`config.mk`:
```
export PLATFORM = sky130hd
export DESIGN_NAME = sram_march_bist_flat
export DESIGN_NICKNAME = d
export VERILOG_FILES = /design/src/rtl/sram_march_bist_if.sv /design/src/rtl/sram_march_bist.sv /design/src/flat_wrapper.sv
export SDC_FILE = /design/constraint.sdc
export NUM_CORES = 1
export LEC_CHECK = 0
export BUFFER_PORTS_ARGS = -buffer_cell sky130_fd_sc_hd__clkbuf_2
export CORE_MARGIN = 1
export CORE_UTILIZATION = 40
export CTS_BUF_LIST = sky130_fd_sc_hd__clkbuf_8
export CTS_CLUSTER_DIAMETER = 80
export DETAILED_ROUTE_END_ITERATION = 8
export GPL_ROUTABILITY_DRIVEN = 1
export MAX_ROUTING_LAYER = met4
export PLACE_DENSITY = 0.64
export SKIP_LAST_GASP = 1
export SLEW_MARGIN = 25
export SYNTH_ARGS = -nofsm -noshare
export SYNTH_HDL_FRONTEND = slang
export SYNTH_SLANG_ARGS = --single-unit
export TNS_END_PERCENT = 20
```
`constraint.sdc`:
```
create_clock -name clk_i -period 3.05 [get_ports clk_i]
set_clock_uncertainty 0.15 [all_clocks]
set_input_delay 0.1525 -clock clk_i [delete_from_list [all_inputs] [get_ports clk_i]]
set_output_delay 0.1525 -clock clk_i [all_outputs]
set_load 0.005 [all_outputs]
```
`src/rtl/sram_march_bist_if.sv`:
```
// Port bundle between a March BIST controller and one BIST port of the SRAM macro plus its DFT status.
// master = controller side, slave = macro/status side.
interface sram_march_bist_if #(
   parameter int unsigned AddrWidth = 10,
   parameter int unsigned DataWidth = 32
);
   logic                 start_i;
   logic                 bist_en_o;
   logic                 bist_men_o;
   logic                 bist_wen_o;
   logic                 bist_ren_o;
   logic [AddrWidth-1:0] bist_addr_o;
   logic [DataWidth-1:0] bist_din_o;
   logic [DataWidth-1:0] bist_bm_o;
   logic [DataWidth-1:0] dout_i;
   logic                 busy_o;
   logic                 done_o;
   logic                 fail_o;
   logic [AddrWidth-1:0] fail_addr_o;
   logic [2:0]           fail_elem_o;

   modport master (
      input  start_i, dout_i,
      output bist_en_o, bist_men_o, bist_wen_o, bist_ren_o, bist_addr_o, bist_din_o,
             bist_bm_o, busy_o, done_o, fail_o, fail_addr_o, fail_elem_o
   );

   modport slave (
      output start_i, dout_i,
      input  bist_en_o, bist_men_o, bist_wen_o, bist_ren_o, bist_addr_o, bist_din_o,
             bist_bm_o, busy_o, done_o, fail_o, fail_addr_o, fail_elem_o
   );
endinterface

```
`src/rtl/sram_march_bist.sv`:
```
// March C- BIST controller for one SRAM port: a generator issues one op per cycle into registered
// outputs, and each read is compared one edge after the macro captures it; first failure is latched.
module sram_march_bist #(
   parameter int unsigned          AddrWidth  = 10,
   parameter int unsigned          DataWidth  = 32,
   parameter logic [DataWidth-1:0] Background = '0
) (
   input logic                clk_i,
   input logic                rst_ni,
   sram_march_bist_if.master  bus
);
   localparam logic [AddrWidth-1:0] AddrMax = {AddrWidth{1'b1}};
   localparam logic [AddrWidth-1:0] AddrOne = {{(AddrWidth-1){1'b0}}, 1'b1};

   typedef enum logic [1:0] {ST_IDLE, ST_RUN, ST_DRAIN, ST_DONE} state_t;
   state_t r_state, w_state_nxt;

   logic                 r_gen, r_phase;
   logic [2:0]           r_elem;
   logic [AddrWidth-1:0] r_addr;

   logic                 r_men, r_wen, r_ren;
   logic [AddrWidth-1:0] r_op_addr;
   logic [DataWidth-1:0] r_din, r_op_exp;
   logic [2:0]           r_op_elem;

   logic                 r_cmp_vld;
   logic [DataWidth-1:0] r_cmp_exp;
   logic [AddrWidth-1:0] r_cmp_addr;
   logic [2:0]           r_cmp_elem;

   logic                 r_busy, r_done, r_fail;
   logic [AddrWidth-1:0] r_fail_addr;
   logic [2:0]           r_fail_elem;

   logic                 w_start, w_is_read, w_last_op, w_down, w_addr_tc, w_next_down, w_one, w_mismatch;
   logic [DataWidth-1:0] w_val;

   assign w_start     = bus.start_i && (r_state == ST_IDLE || r_state == ST_DONE);
   assign w_is_read   = (r_elem == 3'd5) || (r_elem != 3'd0 && !r_phase);
   assign w_last_op   = (r_elem == 3'd0) || (r_elem == 3'd5) || r_phase;
   assign w_down      = (r_elem == 3'd3) || (r_elem == 3'd4);
   assign w_addr_tc   = w_down ? (r_addr == '0) : (r_addr == AddrMax);
   assign w_next_down = (r_elem == 3'd2) || (r_elem == 3'd3);
   // Reads of elements 2/4 and writes of elements 1/3 use the inverted background
   assign w_one       = w_is_read ? (r_elem == 3'd2 || r_elem == 3'd4) : (r_elem == 3'd1 || r_elem == 3'd3);
   assign w_val       = w_one ? ~Background : Background;
   assign w_mismatch  = r_cmp_vld && (bus.dout_i != r_cmp_exp);

   always_ff @(posedge clk_i or negedge rst_ni) begin
      if (!rst_ni) r_state <= ST_IDLE;
      else         r_state <= w_state_nxt;
   end

   always_comb begin
      w_state_nxt = r_state;
      case (r_state)
         ST_IDLE, ST_DONE: if (w_start) w_state_nxt = ST_RUN;
         ST_RUN:   if (r_men && r_op_elem == 3'd5 && r_op_addr == AddrMax) w_state_nxt = ST_DRAIN;
         ST_DRAIN: w_state_nxt = ST_DONE;
         default:  w_state_nxt = ST_IDLE;
      endcase
   end

   always_ff @(posedge clk_i or negedge rst_ni) begin
      if (!rst_ni) begin
         r_gen   <= 1'b0;
         r_phase <= 1'b0;
         r_elem  <= 3'd0;
         r_addr  <= '0;
      end else if (w_start) begin
         r_gen   <= 1'b1;
         r_phase <= 1'b0;
         r_elem  <= 3'd0;
         r_addr  <= '0;
      end else if (r_gen) begin
         if (!w_last_op) begin
            r_phase <= 1'b1;
         end else begin
            r_phase <= 1'b0;
            if (w_addr_tc) begin
               if (r_elem == 3'd5) r_gen  <= 1'b0;
               else                r_elem <= r_elem + 3'd1;
               r_addr <= w_next_down ? AddrMax : '0;
            end else begin
               r_addr <= w_down ? r_addr - AddrOne : r_addr + AddrOne;
            end
         end
      end
   end

   always_ff @(posedge clk_i or negedge rst_ni) begin
      if (!rst_ni) begin
         r_men      <= 1'b0;
         r_wen      <= 1'b0;
         r_ren      <= 1'b0;
         r_op_addr  <= '0;
         r_din      <= '0;
         r_op_exp   <= '0;
         r_op_elem  <= 3'd0;
         r_cmp_vld  <= 1'b0;
         r_cmp_exp  <= '0;
         r_cmp_addr <= '0;
         r_cmp_elem <= 3'd0;
         r_busy     <= 1'b0;
         r_done     <= 1'b0;
      end else begin
         r_men      <= r_gen;
         r_wen      <= r_gen && !w_is_read;
         r_ren      <= r_gen && w_is_read;
         r_op_addr  <= r_gen ? r_addr : '0;
         r_din      <= (r_gen && !w_is_read) ? w_val : '0;
         r_op_exp   <= w_val;
         r_op_elem  <= r_elem;
         r_cmp_vld  <= r_ren;
         r_cmp_exp  <= r_op_exp;
         r_cmp_addr <= r_op_addr;
         r_cmp_elem <= r_op_elem;
         r_busy     <= (w_state_nxt == ST_RUN) || (w_state_nxt == ST_DRAIN);
         r_done     <= (w_state_nxt == ST_DONE);
      end
   end

   always_ff @(posedge clk_i or negedge rst_ni) begin
      if (!rst_ni) begin
         r_fail      <= 1'b0;
         r_fail_addr <= '0;
         r_fail_elem <= 3'd0;
      end else if (w_start) begin
         r_fail      <= 1'b0;
         r_fail_addr <= '0;
         r_fail_elem <= 3'd0;
      end else if (w_mismatch && !r_fail) begin
         r_fail      <= 1'b1;
         r_fail_addr <= r_cmp_addr;
         r_fail_elem <= r_cmp_elem;
      end
   end

   assign bus.bist_en_o   = r_busy;
   assign bus.bist_men_o  = r_men;
   assign bus.bist_wen_o  = r_wen;
   assign bus.bist_ren_o  = r_ren;
   assign bus.bist_addr_o = r_op_addr;
   assign bus.bist_din_o  = r_din;
   assign bus.bist_bm_o   = {DataWidth{r_men}};
   assign bus.busy_o      = r_busy;
   assign bus.done_o      = r_done;
   assign bus.fail_o      = r_fail;
   assign bus.fail_addr_o = r_fail_addr;
   assign bus.fail_elem_o = r_fail_elem;
endmodule
```
`src/flat_wrapper.sv`:
```
// flat-port wrapper written by rule: the top's interface ports become plain ports
module sram_march_bist_flat 
#(
   parameter int unsigned          AddrWidth  = 10,
   parameter int unsigned          DataWidth  = 32,
   parameter logic [DataWidth-1:0] Background = '0
)
  (clk_i, rst_ni, bus_start_i, bus_dout_i, bus_bist_en_o, bus_bist_men_o, bus_bist_wen_o, bus_bist_ren_o, bus_bist_addr_o, bus_bist_din_o, bus_bist_bm_o, bus_busy_o, bus_done_o, bus_fail_o, bus_fail_addr_o, bus_fail_elem_o);
  sram_march_bist_if #(.AddrWidth(AddrWidth), .DataWidth(DataWidth)) bus_i ();
  input logic clk_i;
  input logic rst_ni;
  input wire logic [$bits(bus_i.start_i)-1:0] bus_start_i;
  input wire logic [$bits(bus_i.dout_i)-1:0] bus_dout_i;
  output wire logic [$bits(bus_i.bist_en_o)-1:0] bus_bist_en_o;
  output wire logic [$bits(bus_i.bist_men_o)-1:0] bus_bist_men_o;
  output wire logic [$bits(bus_i.bist_wen_o)-1:0] bus_bist_wen_o;
  output wire logic [$bits(bus_i.bist_ren_o)-1:0] bus_bist_ren_o;
  output wire logic [$bits(bus_i.bist_addr_o)-1:0] bus_bist_addr_o;
  output wire logic [$bits(bus_i.bist_din_o)-1:0] bus_bist_din_o;
  output wire logic [$bits(bus_i.bist_bm_o)-1:0] bus_bist_bm_o;
  output wire logic [$bits(bus_i.busy_o)-1:0] bus_busy_o;
  output wire logic [$bits(bus_i.done_o)-1:0] bus_done_o;
  output wire logic [$bits(bus_i.fail_o)-1:0] bus_fail_o;
  output wire logic [$bits(bus_i.fail_addr_o)-1:0] bus_fail_addr_o;
  output wire logic [$bits(bus_i.fail_elem_o)-1:0] bus_fail_elem_o;
  assign bus_i.start_i = bus_start_i;
  assign bus_i.dout_i = bus_dout_i;
  assign bus_bist_en_o = bus_i.bist_en_o;
  assign bus_bist_men_o = bus_i.bist_men_o;
  assign bus_bist_wen_o = bus_i.bist_wen_o;
  assign bus_bist_ren_o = bus_i.bist_ren_o;
  assign bus_bist_addr_o = bus_i.bist_addr_o;
  assign bus_bist_din_o = bus_i.bist_din_o;
  assign bus_bist_bm_o = bus_i.bist_bm_o;
  assign bus_busy_o = bus_i.busy_o;
  assign bus_done_o = bus_i.done_o;
  assign bus_fail_o = bus_i.fail_o;
  assign bus_fail_addr_o = bus_i.fail_addr_o;
  assign bus_fail_elem_o = bus_i.fail_elem_o;
  sram_march_bist #(.AddrWidth(AddrWidth), .DataWidth(DataWidth), .Background(Background)) u_core (.clk_i(clk_i), .rst_ni(rst_ni), .bus(bus_i));
endmodule
```
==> run_results.csv <==
group,metric,value,unit
status,status,"finished, violations left",
status,violations,"DRC",
layout,final_nets,486,
logic_synthesis,async_reset_ff_share,100.0,%
sta,final.min_clock_period,2.871,ns
sta,fin_crit_sh,94.13,%
place,post-place-ws,0.09326,ns
sta,hold_viol,0,
setup_path,worstSetupPathType,"flip-flop to flip-flop",
min_path,hold_depth,3,
routing,antenna_left,0,
clock_tree,root_buffer,"clkbuf_8",
logic_synthesis,synth-main-ff-cell,"dfrtp_1",
logic_synthesis,synth_area_per_cell,10.20,um^2
power,powerDensity,598.5,nW/um^2
power,leakage,0.002285,uW
clock_tree,cts_buffer_depth,2,
logic_synthesis,synth.ff_latch_count,66,
clock_tree,cts_tree,"done",
place,globalplace.congestion,0.9240,
clock_tree,cts.clk_slew.worst_paths,0.07,ns
layout,utilization,48.11,%
logic_synthesis,synth_cells,360,
logic_synthesis,synth_cell_types,51,
floorplan,std_cell_rows,34,
layout,fin_cells,547,
floorplan,coreArea,8806,um^2
setup_path,cp-startpoint,"u_core.r_elem[0]",
global_route,grt.total_usage,16.16,%
layout,register_area,1653,um^2
global_route,overflow,0,
power,ir_worst_vdd,223.6,uV
setup_path,reg2reg_to,"u_core.r_addr[9]",
sta,setup_slack,0.1791,ns
global_route,grt_start_max_net_pins,39,
layout,area_growth,15.33,%
setup_path,cp-start-kind,"flip-flop",
routing,initialDrtViolationCount,131,
min_path,min_to,"u_core.r_elem[2]",
clock_tree,clk_latency,0.33,ns
logic_synthesis,synth_area,3674,um^2
routing,wl_per_cell,12.94,um
clock_tree,postCtsSetupBuffers,0,
layout,drive_above_1_share,38.27,%
sta,final-setup-viol-count,0,
logic_synthesis,yosysWarnings,0,
setup_path,rrSetupSlack,0.18,ns
floorplan,die_w,97.83,um
floorplan,ios,129,
clock_tree,htreeDepth,3,
place,post-place-cells,530,
setup_path,cp_max_fo,17,
place,port_buffers,128,
logic_synthesis,synthesis.nets,412,
routing,vias_per_cell,5.004,
clock_tree,cts-buffers-inserted,9,
clock_tree,cts_sinks,66,
logic_synthesis,synth_edf_count,0,
sta,maxSlewViolCount,0,
global_route,grt_first_pass_wirelength,12040,um
setup_path,worst_setup_path_end_kind,"flip-flop",
sta,hold_slack,0.1610,ns
layout,diodes,0,
sta,relSlewSlack,50.25,%
min_path,min_path_type,"input pin to flip-flop",
floorplan,die_y,97.83,um
floorplan,start_util,41.72,%
power,p_total,2536,uW
sta,tightest_slew,0.7462,ns
setup_path,regToRegStartpoint,"u_core.r_elem[0]",
sta,clock.fmax,0.3483,GHz
layout,multiInputGateArea,1490,um^2
routing,drt_wl_total,7078,um
routing,dr.pass1.iters,9,
setup_path,required,3.12,ns
logic_synthesis,synth-seq-area-share,44.96,%
min_path,hp-start,"bus_start_i",
layout,fill_cells,814,
routing,drc_errors,34,
setup_path,arrival,2.94,ns
global_route,antenna_found_initial,0,
place,hpwl,5445,um
run,drv_cap,0,
sta,rsz0062_at_grt,"yes",
routing,num_vias,2737,
global_route,grt_pass1_vias,2559,
floorplan,die_area,9571,um^2
setup_path,reg2reg_depth,10,
==> how the worst max path moves through the flow <==
stage	endpoint	slack, ns	cells after the start
4_1_cts	u_core.r_addr[9]	0.09	10
2_1_floorplan	u_core.r_addr[9]	0.31	10
6_report	u_core.r_addr[9]	0.18	10
5_1_grt	u_core.r_addr[9]	-0.002	10
3_5_place_dp	u_core.r_addr[9]	0.09	10
3_3_place_gp	u_core.r_addr[9]	0.15	10
==> timing repair <==
action	CTS	global route
setup endpoints to repair	0	3
hold buffers	1	0
gates resized for setup	0	5
hold endpoints to repair	28	0
==> kinds of logic (layout without fill, tap and decap cells) <==
logic type | count (synthesis) | count (layout) | synth area share, %
compound gates | 50 | 50 | 9.877
flops | 66 | 66 | 44.96
mux | 17 | 17 | 4.768
simple gates | 124 | 124 | 17.78
buf+inv | 79 | 158 | 14.95
fa+ha+maj | 17 | 17 | 5.995
xor+xnor | 7 | 7 | 1.669
==> metrics by stage <==
| step | TNS [ns] | cell area, um^2 |
|---|---|---|
| final | 0 | 4237 |
| after global placement | 0 | 3980 |
| after detailed placement | 0 | 3980 |
| after global routing | -0.001742 | 4237 |
| after CTS | 0 | 4218 |
| after floorplan | 0 | 3674 |
==> cell usage after synthesis, drive strengths merged (4+ instances only) <==
cell type | count | area share, %
a211oi | 5 | 1.2
a21oi | 9 | 1.2
a22oi | 4 | 1.2
a31oi | 4 | 0.68
and2 | 12 | 2.1
buf | 67 | 14
clkbuf | 4 | 0.41
dfrtp | 66 | 45
ha | 16 | 5.4
inv | 8 | 0.82
mux2i | 16 | 4.4
nand2 | 30 | 3.1
nand3 | 5 | 0.68
nand4 | 10 | 1.7
nor2 | 30 | 3.7
nor3 | 12 | 1.6
nor3b | 4 | 0.82
nor4 | 7 | 1.2
o21ai | 12 | 1.6
o21bai | 4 | 0.82
xnor2 | 4 | 0.95
==> per-layer routing <==
metal / wire length [um] / global-route usage [%] / part of all wire (%)
met2: 3607 / 27.14 / 51
met4: 78 / 4.895 / 1.1
met5: 0 / - / 0
met1: 3131 / 19.41 / 44
met3: 261 / 3.508 / 3.7
==> power by group <==
group | internal, uW | switching (uW) | total, uW
registers | 1020 | 147 | 1170
clock network | 483 | 328 | 812
logic | 265 | 288 | 553
total | 1770 | 764 | 2540
==> critical path: stages (launching register included) <==
cell      delay [ns]
dfrtp_1         0.45
inv_1           0.09
ha_1            0.24
mux2_4          0.37
ha_1            0.38
and4_1          0.23
nor3b_1         0.15
o21ba_2         0.22
a211oi_2        0.21
mux2i_1         0.20
nand2_1         0.06
==> flip-flops by register name, indices dropped and copies added (netlist names) <==
name,count
u_core.r_phase,1
u_core.bus.bist_din_o,1
u_core.bus.bist_wen_o,1
u_core.r_gen,1
u_core.r_addr,10
u_core.bus.bist_men_o,1
u_core.r_state,2
u_core.bus.done_o,1
u_core.r_cmp_addr,10
u_core.r_op_elem,3
u_core.bus.bist_en_o,1
u_core.r_cmp_vld,1
u_core.r_elem,3
u_core.r_op_exp,1
u_core.bus.bist_ren_o,1
u_core.bus.fail_o,1
u_core.bus.fail_elem_o,3
u_core.bus.fail_addr_o,10
u_core.r_cmp_elem,3
u_core.bus.bist_addr_o,10
u_core.r_cmp_exp,1
==> cells in the final DEF, fill, tap and decap left out, drive strengths merged, types with 4 or more instances in the layout <==
| cell type | netlist | routed |
|---|---|---|
| clkbuf | 4 | 138 |
| dfrtp | 66 | 66 |
| nand2 | 30 | 30 |
| nor2 | 30 | 30 |
| mux2i | 16 | 16 |
| ha | 16 | 16 |
| nor3 | 12 | 12 |
| o21ai | 12 | 12 |
| and2 | 12 | 12 |
| nand4 | 10 | 10 |
| a21oi | 9 | 9 |
| inv | 8 | 8 |
| nor4 | 7 | 7 |
| nand3 | 5 | 5 |
| a211oi | 5 | 5 |
| buf | 67 | 5 |
| o21bai | 4 | 4 |
| xnor2 | 4 | 4 |
| a31oi | 4 | 4 |
| nor3b | 4 | 4 |
| a22oi | 4 | 4 |
==> area by class of cell <==
type	count	area share (%)
clock buffer	10	3.249
clock inverter	6	2.126
inverter	8	0.7088
multi-input combinational	215	35.17
sequential	66	39.01
tap	108	3.190
timing repair buffer	134	16.54
No activity file was read; power rests on OpenSTA's default activity.
